## src/rtl/register_sequencer_pkg.sv

```systemverilog
// rtl/register_sequencer_pkg.sv - shared encodings for the register sequencer
// Purpose: command, request-op and FSM state encodings shared by the sequencer,
//          its shift counter and the 4-bit command register.
// Ports:   none (package).
package register_sequencer_pkg;

    localparam int DEF_DATA_WIDTH  = 4;
    localparam int DEF_COUNT_WIDTH = 3;
    localparam int DEF_CMD_WIDTH   = 3;

    // Commands understood by the register (sampled on its negedge)
    localparam logic [2:0] CMD_HOLD  = 3'b000;
    localparam logic [2:0] CMD_RESET = 3'b001;
    localparam logic [2:0] CMD_LOAD  = 3'b010;
    localparam logic [2:0] CMD_SHL   = 3'b011;
    localparam logic [2:0] CMD_SHR   = 3'b100;

    // Request operations; 11x is illegal
    localparam logic [2:0] OP_CLEAR    = 3'b000;
    localparam logic [2:0] OP_LOAD     = 3'b001;
    localparam logic [2:0] OP_SHL      = 3'b010;
    localparam logic [2:0] OP_SHR      = 3'b011;
    localparam logic [2:0] OP_LOAD_SHL = 3'b100;
    localparam logic [2:0] OP_LOAD_SHR = 3'b101;

    typedef enum logic [2:0] {
        ST_IDLE  = 3'd0,
        ST_CLR   = 3'd1,
        ST_LOAD  = 3'd2,
        ST_SHIFT = 3'd3,
        ST_DONE  = 3'd4
    } state_e;

    function automatic logic op_is_illegal(input logic [2:0] op);
        return op[2:1] == 2'b11;
    endfunction

    function automatic logic op_shifts_left(input logic [2:0] op);
        return (op == OP_SHL) || (op == OP_LOAD_SHL);
    endfunction

endpackage

```

## src/rtl/register_sequencer_shift_counter.sv

```systemverilog
// rtl/register_sequencer_shift_counter.sv - loadable shift down-counter with clamp
// Purpose: holds the number of shift cycles still to issue. The loaded count is
//          clamped to DATA_WIDTH since further logical shifts cannot change the value.
// Ports:   clk, resetn (sync active-low), load/load_count (capture a new count),
//          dec (one shift issued), zero (no shifts pending), last (one shift pending).
module shift_counter #(
    parameter int DATA_WIDTH  = 4,
    parameter int COUNT_WIDTH = 3
) (
    input  logic                   clk,
    input  logic                   resetn,
    input  logic                   load,
    input  logic [COUNT_WIDTH-1:0] load_count,
    input  logic                   dec,
    output logic                   zero,
    output logic                   last
);

    localparam logic [COUNT_WIDTH-1:0] MAX_COUNT = COUNT_WIDTH'(DATA_WIDTH);

    logic [COUNT_WIDTH-1:0] cnt;

    always_ff @(posedge clk) begin
        if (!resetn) begin
            cnt <= '0;
        end else if (load) begin
            cnt <= (load_count > MAX_COUNT) ? MAX_COUNT : load_count;
        end else if (dec && !zero) begin
            cnt <= cnt - COUNT_WIDTH'(1);
        end
    end

    assign zero = (cnt == '0);
    assign last = (cnt == COUNT_WIDTH'(1));

endmodule

```

## src/rtl/register_sequencer.sv

```systemverilog
// rtl/register_sequencer.sv - expands op requests into timed register commands
// Purpose: accepts one CLEAR/LOAD/SHx/LOAD_SHx request over valid/ready, drives the
//          command register one command per cycle and tracks a shadow copy of it.
// Ports:   clockSequencer, resetSequencer (sync active-low);
//          reqValid/reqReady/reqOp/reqData/reqCount request handshake;
//          comandRegister/inputRegister to the register;
//          shadowValue, busy, donePulse, errPulse status.
module register_sequencer
    import register_sequencer_pkg::*;
#(
    parameter int DATA_WIDTH  = DEF_DATA_WIDTH,
    parameter int COUNT_WIDTH = DEF_COUNT_WIDTH,
    parameter int CMD_WIDTH   = DEF_CMD_WIDTH
) (
    input  logic                   clockSequencer,
    input  logic                   resetSequencer,
    input  logic                   reqValid,
    output logic                   reqReady,
    input  logic [2:0]             reqOp,
    input  logic [DATA_WIDTH-1:0]  reqData,
    input  logic [COUNT_WIDTH-1:0] reqCount,
    output logic [CMD_WIDTH-1:0]   comandRegister,
    output logic [DATA_WIDTH-1:0]  inputRegister,
    output logic [DATA_WIDTH-1:0]  shadowValue,
    output logic                   busy,
    output logic                   donePulse,
    output logic                   errPulse
);

    state_e               state;
    state_e               state_nxt;
    logic [2:0]           op_q;
    logic [2:0]           op_sel;
    logic [CMD_WIDTH-1:0] cmd_nxt;
    logic                 err_nxt;
    logic                 accept;
    logic                 cnt_load;
    logic                 cnt_dec;
    logic                 cnt_zero;
    logic                 cnt_last;

    assign reqReady = !busy && resetSequencer;
    assign accept   = reqValid && reqReady;

    // On the accepting edge the op register is not yet loaded, so decode the live request
    assign op_sel = (state == ST_IDLE) ? reqOp : op_q;

    shift_counter #(
        .DATA_WIDTH  (DATA_WIDTH),
        .COUNT_WIDTH (COUNT_WIDTH)
    ) u_shift_counter (
        .clk        (clockSequencer),
        .resetn     (resetSequencer),
        .load       (cnt_load),
        .load_count (reqCount),
        .dec        (cnt_dec),
        .zero       (cnt_zero),
        .last       (cnt_last)
    );

    always_comb begin
        state_nxt = state;
        cnt_load  = 1'b0;
        cnt_dec   = 1'b0;
        case (state)
            ST_IDLE: begin
                if (accept) begin
                    cnt_load = 1'b1;
                    case (reqOp)
                        OP_CLEAR:                       state_nxt = ST_CLR;
                        OP_LOAD, OP_LOAD_SHL,
                        OP_LOAD_SHR:                    state_nxt = ST_LOAD;
                        OP_SHL, OP_SHR:                 state_nxt = (reqCount != '0) ? ST_SHIFT : ST_DONE;
                        default:                        state_nxt = ST_DONE;
                    endcase
                end
            end
            ST_CLR:   state_nxt = ST_DONE;
            ST_LOAD: begin
                if ((op_q == OP_LOAD_SHL || op_q == OP_LOAD_SHR) && !cnt_zero) begin
                    state_nxt = ST_SHIFT;
                end else begin
                    state_nxt = ST_DONE;
                end
            end
            ST_SHIFT: begin
                cnt_dec = 1'b1;
                if (cnt_last) begin
                    state_nxt = ST_DONE;
                end
            end
            ST_DONE:  state_nxt = ST_IDLE;
            default:  state_nxt = ST_IDLE;
        endcase
    end

    // Command for the cycle being entered
    always_comb begin
        cmd_nxt = CMD_WIDTH'(CMD_HOLD);
        case (state_nxt)
            ST_CLR:   cmd_nxt = CMD_WIDTH'(CMD_RESET);
            ST_LOAD:  cmd_nxt = CMD_WIDTH'(CMD_LOAD);
            ST_SHIFT: cmd_nxt = op_shifts_left(op_sel) ? CMD_WIDTH'(CMD_SHL) : CMD_WIDTH'(CMD_SHR);
            default:  cmd_nxt = CMD_WIDTH'(CMD_HOLD);
        endcase
        err_nxt = (state_nxt == ST_DONE) && op_is_illegal(op_sel);
    end

    always_ff @(posedge clockSequencer) begin
        if (!resetSequencer) begin
            state          <= ST_IDLE;
            op_q           <= OP_CLEAR;
            comandRegister <= CMD_WIDTH'(CMD_RESET);
            inputRegister  <= '0;
            shadowValue    <= '0;
            busy           <= 1'b0;
            donePulse      <= 1'b0;
            errPulse       <= 1'b0;
        end else begin
            state          <= state_nxt;
            comandRegister <= cmd_nxt;
            busy           <= (state_nxt != ST_IDLE);
            donePulse      <= (state_nxt == ST_DONE);
            errPulse       <= err_nxt;
            if (accept) begin
                op_q <= reqOp;
            end
            if (accept && state_nxt == ST_LOAD) begin
                inputRegister <= reqData;
            end
            // The register applied the current command at the negedge inside this
            // cycle, so the shadow takes the same effect at the edge that ends it.
            case (comandRegister)
                CMD_WIDTH'(CMD_RESET): shadowValue <= '0;
                CMD_WIDTH'(CMD_LOAD):  shadowValue <= inputRegister;
                CMD_WIDTH'(CMD_SHL):   shadowValue <= {shadowValue[DATA_WIDTH-2:0], 1'b0};
                CMD_WIDTH'(CMD_SHR):   shadowValue <= {1'b0, shadowValue[DATA_WIDTH-1:1]};
                default:               shadowValue <= shadowValue;
            endcase
        end
    end

endmodule

```

## config.mk

```make
export PLATFORM = sky130hd
export DESIGN_NAME = register_sequencer
export DESIGN_NICKNAME = d
export VERILOG_FILES = /design/src/rtl/register_sequencer_pkg.sv /design/src/rtl/register_sequencer_shift_counter.sv /design/src/rtl/register_sequencer.sv
export SDC_FILE = /design/constraint.sdc
export NUM_CORES = 1
export LEC_CHECK = 0
export CAP_MARGIN = 20
export CORE_UTILIZATION = 48
export DETAILED_ROUTE_END_ITERATION = 7
export PLACE_DENSITY_LB_ADDON = 0.05
export SYNTH_ARGS = -nofsm -noshare
export SYNTH_HDL_FRONTEND = slang
export SYNTH_SLANG_ARGS = --single-unit
```

## constraint.sdc

```tcl
create_clock -name clockSequencer -period 2.4 [get_ports clockSequencer]
set_clock_uncertainty 0.15 [all_clocks]
set_input_delay 0.72 -clock clockSequencer [delete_from_list [all_inputs] [get_ports clockSequencer]]
set_output_delay 0.72 -clock clockSequencer [all_outputs]
set_load 0.02 [all_outputs]
```

==> impl_metrics.toml, run 1 <==
[synthesis]
muxShareOfSynthArea_pct = 6.77
synthAdderAreaFrac_pct = 3.17
synth_xor_area_share_pct = 2.96
ys_dominant_reg_cell = "dfxtp_1"
async_flop_share_pct = 0
synth_nets = 149
yosysWarnings = 0
synth_simple_gate_area_share_pct = 20.1
synthesis.area_um2 = 1180
synth_edf_count = 0
yosysTopAreaCellShare_pct = 38.9
ys_top_cells_by_area = "dfxtp_1, mux2i_1, a21oi_1"
ys_seq_elements = 23
synth_seq_area_share_pct = 38.9
synth_top_family_by_area = "compound AO/OA/AOI/OAI gates"
synth_compound_area_share_pct = 23.2
syn-mean-instance-area_um2 = 8.90
synth_cell_types = 39
postSynthCellCount = 133
yosysTopAreaCell = "dfxtp_1"

[routing]
highest_layer = "met4"
drt_iter0_markers = 21
drc = 0
avgRoutedWirePerCell_um = 13.8
drtPass1Iterations = 4
via_per_inst = 5.69
drt.antenna.violating_nets = 0
m1WireLength_um = 1330
met3WireLength_um = 111
via_count = 1120
wl_met2_um = 1210
wl_um = 2730

[finish]
final_core_util_pct = 69.0
synthToLayoutAreaGrowth_pct = 32.7
antennaDiodeCount = 0
final_cells = 197
multi_input_area_um2 = 664
nets = 186
drive_gt1_share_pct = 13.0
n_fill_cell = 193
seq_area_um2 = 462

[placement]
dp_hpwl_um = 2100
port_buffers = 27
globalplace.congestion = 0.851
pre_cts_ws_ns = -0.431
numPlacedInstances = 193

[grt]
track_usage_pct = 22.8
overflow = 0
grt_max_degree = 17
grt_pass1_vias = 1012
grt_pass1_wl_um = 4400
grt_antenna_before_repair = 0

[timing]
max_freq_ghz = 0.436
fin_crit_sh_pct = 95.5
setup_viol = 0
fin_ws_ns = 0.107
relSlewSlack_pct = 70.5
tightest_slew_ns = 0.440
rsz0062_at_grt = "false"
hold_viol = 0
final.min_clock_period_ns = 2.29
worst_hold_slack_ns = 0.369
fin_setup_tns_ns = 0
slew_violations = 0

[power]
powerDensity_nw_per_um2 = 494
pwr-share-seq_pct = 54.2
pwr-share-comb_pct = 22.3
power_leakage_nw = 0.636
clock_power_share_pct = 23.5
switching_share_pct = 28.5
p_int_mw = 0.555
switchingPower_mw = 0.221
ir_drop_mv = 0.396

[floorplan]
design.die.area_um2 = 2670
initial_core_util_pct = 52.0
ios = 28
core_um2 = 2280
die_h_um = 51.7
fp.dieW_um = 51.7
rows = 17

[setup_path]
critPathRequiredTime_ns = 1.53
worst_path_max_delay_cell = "clkdlybuf4s50_1"
crit_path_end_kind = "output pin"
path_delay_family = "buffers and inverters"
crit_path_cell_trace = "clkdlybuf4s50_1"
critical_path_class = "register to output pin"
slowest_delay_ns = 0.64
cp_num_buf_inv = 1
arrival_ns = 1.42
critPathLaunchType = "register"
cp_max_fo = 7

[cts]
clkTransAtPathRegs_ns = 0.12
clock_latency_ns = 0.32
cts_tree = "done"
cts_buffers = 3
holdBufCountCts = 0
root_buffer = "clkbuf_4"
cts_setup_buffers = 0
cts_max_level = 1
clockBufferDepth = 2
cts_num_sinks = 23

[flow_run]
cap_violations = 0

[outcome]
status = "complete, no violations"

[min_path]
hp-class = "register to register"
[cell usage after synthesis, types with 3 or more instances]
| library cell | instances |
|---|---|
| a22oi_1 | 3 |
| ha_1 | 3 |
| nand2b_1 | 3 |
| nor3_1 | 5 |
| a21oi_1 | 11 |
| nor2_1 | 12 |
| inv_1 | 6 |
| dfxtp_1 | 23 |
| xnor2_1 | 3 |
| clkbuf_1 | 4 |
| nor2b_1 | 6 |
| o21ai_0 | 4 |
| or3_1 | 3 |
| mux2i_1 | 8 |
| o21a_1 | 5 |
| nand3_1 | 4 |
[worst paths after layout]
check / start / end / slack [ns] / cells after the start
worst max register to register: state[0] / comandRegister[2] / 0.30 / 3
worst min-delay path: shadowValue[2] / shadowValue[2] / 0.37 / 2
worst max-delay path: comandRegister[1] / comandRegister[1] / 0.11 / 1
worst min register to register: shadowValue[2] / shadowValue[2] / 0.37 / 2
[final cells by class]
class / instances / area share, %
clock buffers: 4 / 1.67
well taps: 28 / 2.23
inverters: 6 / 1.43
multi-input cells: 97 / 42.3
flip-flops and latches: 23 / 29.4
repair buffers: 39 / 22.9
[stage by stage]
stage	instance area, um2	power [mW]
final	1570	0.776
after global routing	1570	0.817
after CTS	1570	0.781
after detailed placement	1540	0.602
after global placement	1540	0.597
after floorplan	1180	0.524
[kinds of logic (layout without fill, tap and decap cells)]
family	Yosys count	in the layout
fa+ha+maj	3	3
compound gates	39	39
mux	8	8
xor+xnor	4	4
buf+inv	13	49
flops	23	23
simple gates	43	43
[layer usage]
layer | track usage [%] | up-vias
li1 | - | 557
met1 | 30.1 | 527
met2 | 34.6 | 29
met3 | 3.80 | 7
met4 | 13.5 | 0
met5 | 0 | -
[cell usage in the layout, fill, tap and decap left out, types with 2 or more instances in the layout]
master and n:
nand3_1 4, a211oi_1 2, or3_1 3, buf_4 13
dfxtp_1 22, inv_1 5, a22oi_1 3, nand3b_1 2
a21o_1 2, o21ai_0 4, xnor2_1 3, o21a_1 5
o221ai_1 2, nor2b_1 6, a221oi_1 2, nor3_1 5
a21oi_1 11, clkdlybuf4s50_1 25, ha_1 3, nand2_1 2
nor2_1 12, mux2i_1 8, clkbuf_4 3, nand2b_1 3
[state kept, by name, indices dropped and copies added (netlist names)]
name,cells
busy,1
comandRegister,3
donePulse,1
errPulse,1
inputRegister,4
op_q,3
shadowValue,4
state,3
u_shift_counter.cnt,3
[what timing repair did]
item | 4_1_cts | 5_1_grt
setup endpoints to repair | 1 | 2
pin swaps | 0 | 1
resized for setup | 5 | 3
[worst register-to-register path: cells and delay by family (launching register included)]
family | cells | cell delay [ns]
AOI/OAI and AO/OA | 1 | 0.36
and+or+nand+nor | 2 | 1.08
DFF | 1 | 0.40
[power groups by stage]
stage | combinational, mW | sequential (mW) | clock (mW)
finish | 0.173 | 0.421 | 0.182
global route | 0.190 | 0.424 | 0.203
CTS | 0.174 | 0.420 | 0.187
detailed placement | 0.173 | 0.429 | 0
global placement | 0.169 | 0.428 | 0
floorplan | 0.0877 | 0.436 | 0
No activity file was read; power rests on OpenSTA's default activity.
==> inputs of run 2 (changes only) <==
Settings changed: CORE_ASPECT_RATIO set to 0.8.
==> run 2 against run 1 <==
Effect of this change:
- the run now ends with design-rule violations left
- core utilization up 1.7 points
- first-iteration DRC count increased to 4.0 times the previous value
- maximum frequency fell by 0.49%
- sequential share of layout area is 0.084 points lower
- register-to-register slack improved by 0.02 ns
==> impl_metrics.toml, run 2 (same netlist as run 1, synthesis figures left out) <==
[cts]
root_buffer = "clkbuf_4"
cts_num_sinks = 23
holdBufCountCts = 0
cts_buffers = 3
clockBufferDepth = 2
clock_latency_ns = 0.31
clkTransAtPathRegs_ns = 0.13
cts_setup_buffers = 0
cts_tree = "done"
cts_max_level = 1

[routing]
wl_um = 2750
drt_iter0_markers = 85
via_count = 1121
drt.antenna.violating_nets = 0
via_per_inst = 5.75
avgRoutedWirePerCell_um = 14.1
drtPass1Iterations = 8
drc = 2

[floorplan]
die_h_um = 46.4
initial_core_util_pct = 53.0
design.die.area_um2 = 2670
ios = 28
rows = 15
fp.dieW_um = 57.5
core_um2 = 2230

[placement]
globalplace.congestion = 0.851
placed_area_um2 = 1550
dp_hpwl_um = 2140
port_buffers = 27

[grt]
overflow = 0
grt_pass1_vias = 1039
grt_max_degree = 17
grt_pass1_wl_um = 4570
track_usage_pct = 23.4
grt_antenna_before_repair = 0

[timing]
slew_violations = 0
relSlewSlack_pct = 70.6
hold_viol = 0
fin_setup_tns_ns = 0
max_freq_ghz = 0.434
worst_hold_slack_ns = 0.379
rsz0062_at_grt = "false"
setup_viol = 0
fin_crit_sh_pct = 96.0
tightest_slew_ns = 0.436
final.min_clock_period_ns = 2.30

[power]
powerDensity_nw_per_um2 = 491
power_mw = 0.776
power_leakage_nw = 0.644
ir_drop_mv = 0.388

[flow_run]
cap_violations = 0

[finish]
drive_gt1_share_pct = 15.3
nets = 187
top_regs = "inputRegister (4), shadowValue (4)"
n_fill_cell = 189
stdcell_area_um2 = 1580
mostFrequentLayoutCells = "clkdlybuf4s50_1, dfxtp_1, buf_4, nor2_1, a21oi_1"
antennaDiodeCount = 0
final_common_cell = "clkdlybuf4s50_1"
synthToLayoutAreaGrowth_pct = 33.4

[setup_path]
cp_max_fo = 7
cp_num_buf_inv = 1
critPathLaunchType = "register"
slowest_delay_ns = 0.65
worst_path_max_delay_cell = "clkdlybuf4s50_1"
path_delay_family = "buffers and inverters"
critPathRequiredTime_ns = 1.53
critical_path_class = "register to output pin"
crit_path_cell_trace = "clkdlybuf4s50_1"
arrival_ns = 1.43
crit_path_end_kind = "output pin"

[outcome]
violations = "design-rule violations"
status = "finished, violations left"

[min_path]
hp-class = "register to register"
==> run 2: cell types whose count changed in the layout (fill, tap and decap cells not counted) <==
cell,previous run,this run
dfxtp_1,22,21
nor2_2,0,1
dfxtp_2,1,2
buf_4,13,14
clkbuf_1,1,0
nor2_1,12,11
clkinv_2,0,1
==> run 2: area by class of cell <==
cell class / count / area [um2] / area share (%)
clock buffer: 3 / 22.5 / 1.43
clock inverter: 1 / 5.00 / 0.317
inverter: 6 / 22.5 / 1.43
multi-input combinational: 97 / 667 / 42.2
sequential: 23 / 463 / 29.3
tap: 25 / 31.3 / 1.98
timing repair buffer: 40 / 368 / 23.3
==> run 2: path summary, 6_finish.rpt <==
kind	startpoint	endpoint	slack, ns	cells past startpoint
max	comandRegister[1]	comandRegister[1]	0.1	1
min	op_q[0]	op_q[0]	0.38	2
max reg2reg	state[0]	comandRegister[2]	0.32	3
min reg2reg	op_q[0]	op_q[0]	0.38	2
==> run 2: routing by layer <==
layer	global-route usage, %	wire length, um	share of wire, %
met2	38.1	1230	45
met3	5.90	225	8.2
met1	31.2	1250	46
met5	0	0	0
met4	6.34	35	1.3
==> run 2: power by group <==
group / internal [mW] / switching [mW]
clock network: 0.0624 / 0.117
logic: 0.0892 / 0.0835
registers: 0.402 / 0.0222
total: 0.553 / 0.222
==> run 2: what timing repair did <==
action                     4_1_cts  5_1_grt
setup endpoints to repair        3        1
pin swaps                        0        1
resized for setup                6        4
gates cloned                     0        0
==> run 2: per-stage QoR <==
stage	cells	setup slack [ns]	utilization (%)
finish	195	0.0957	70.7
global route	195	0.0120	70.7
CTS	195	0.000916	70.4
detailed placement	191	-0.427	69.2
global placement	191	-0.438	69.2
floorplan	133	0.220	-
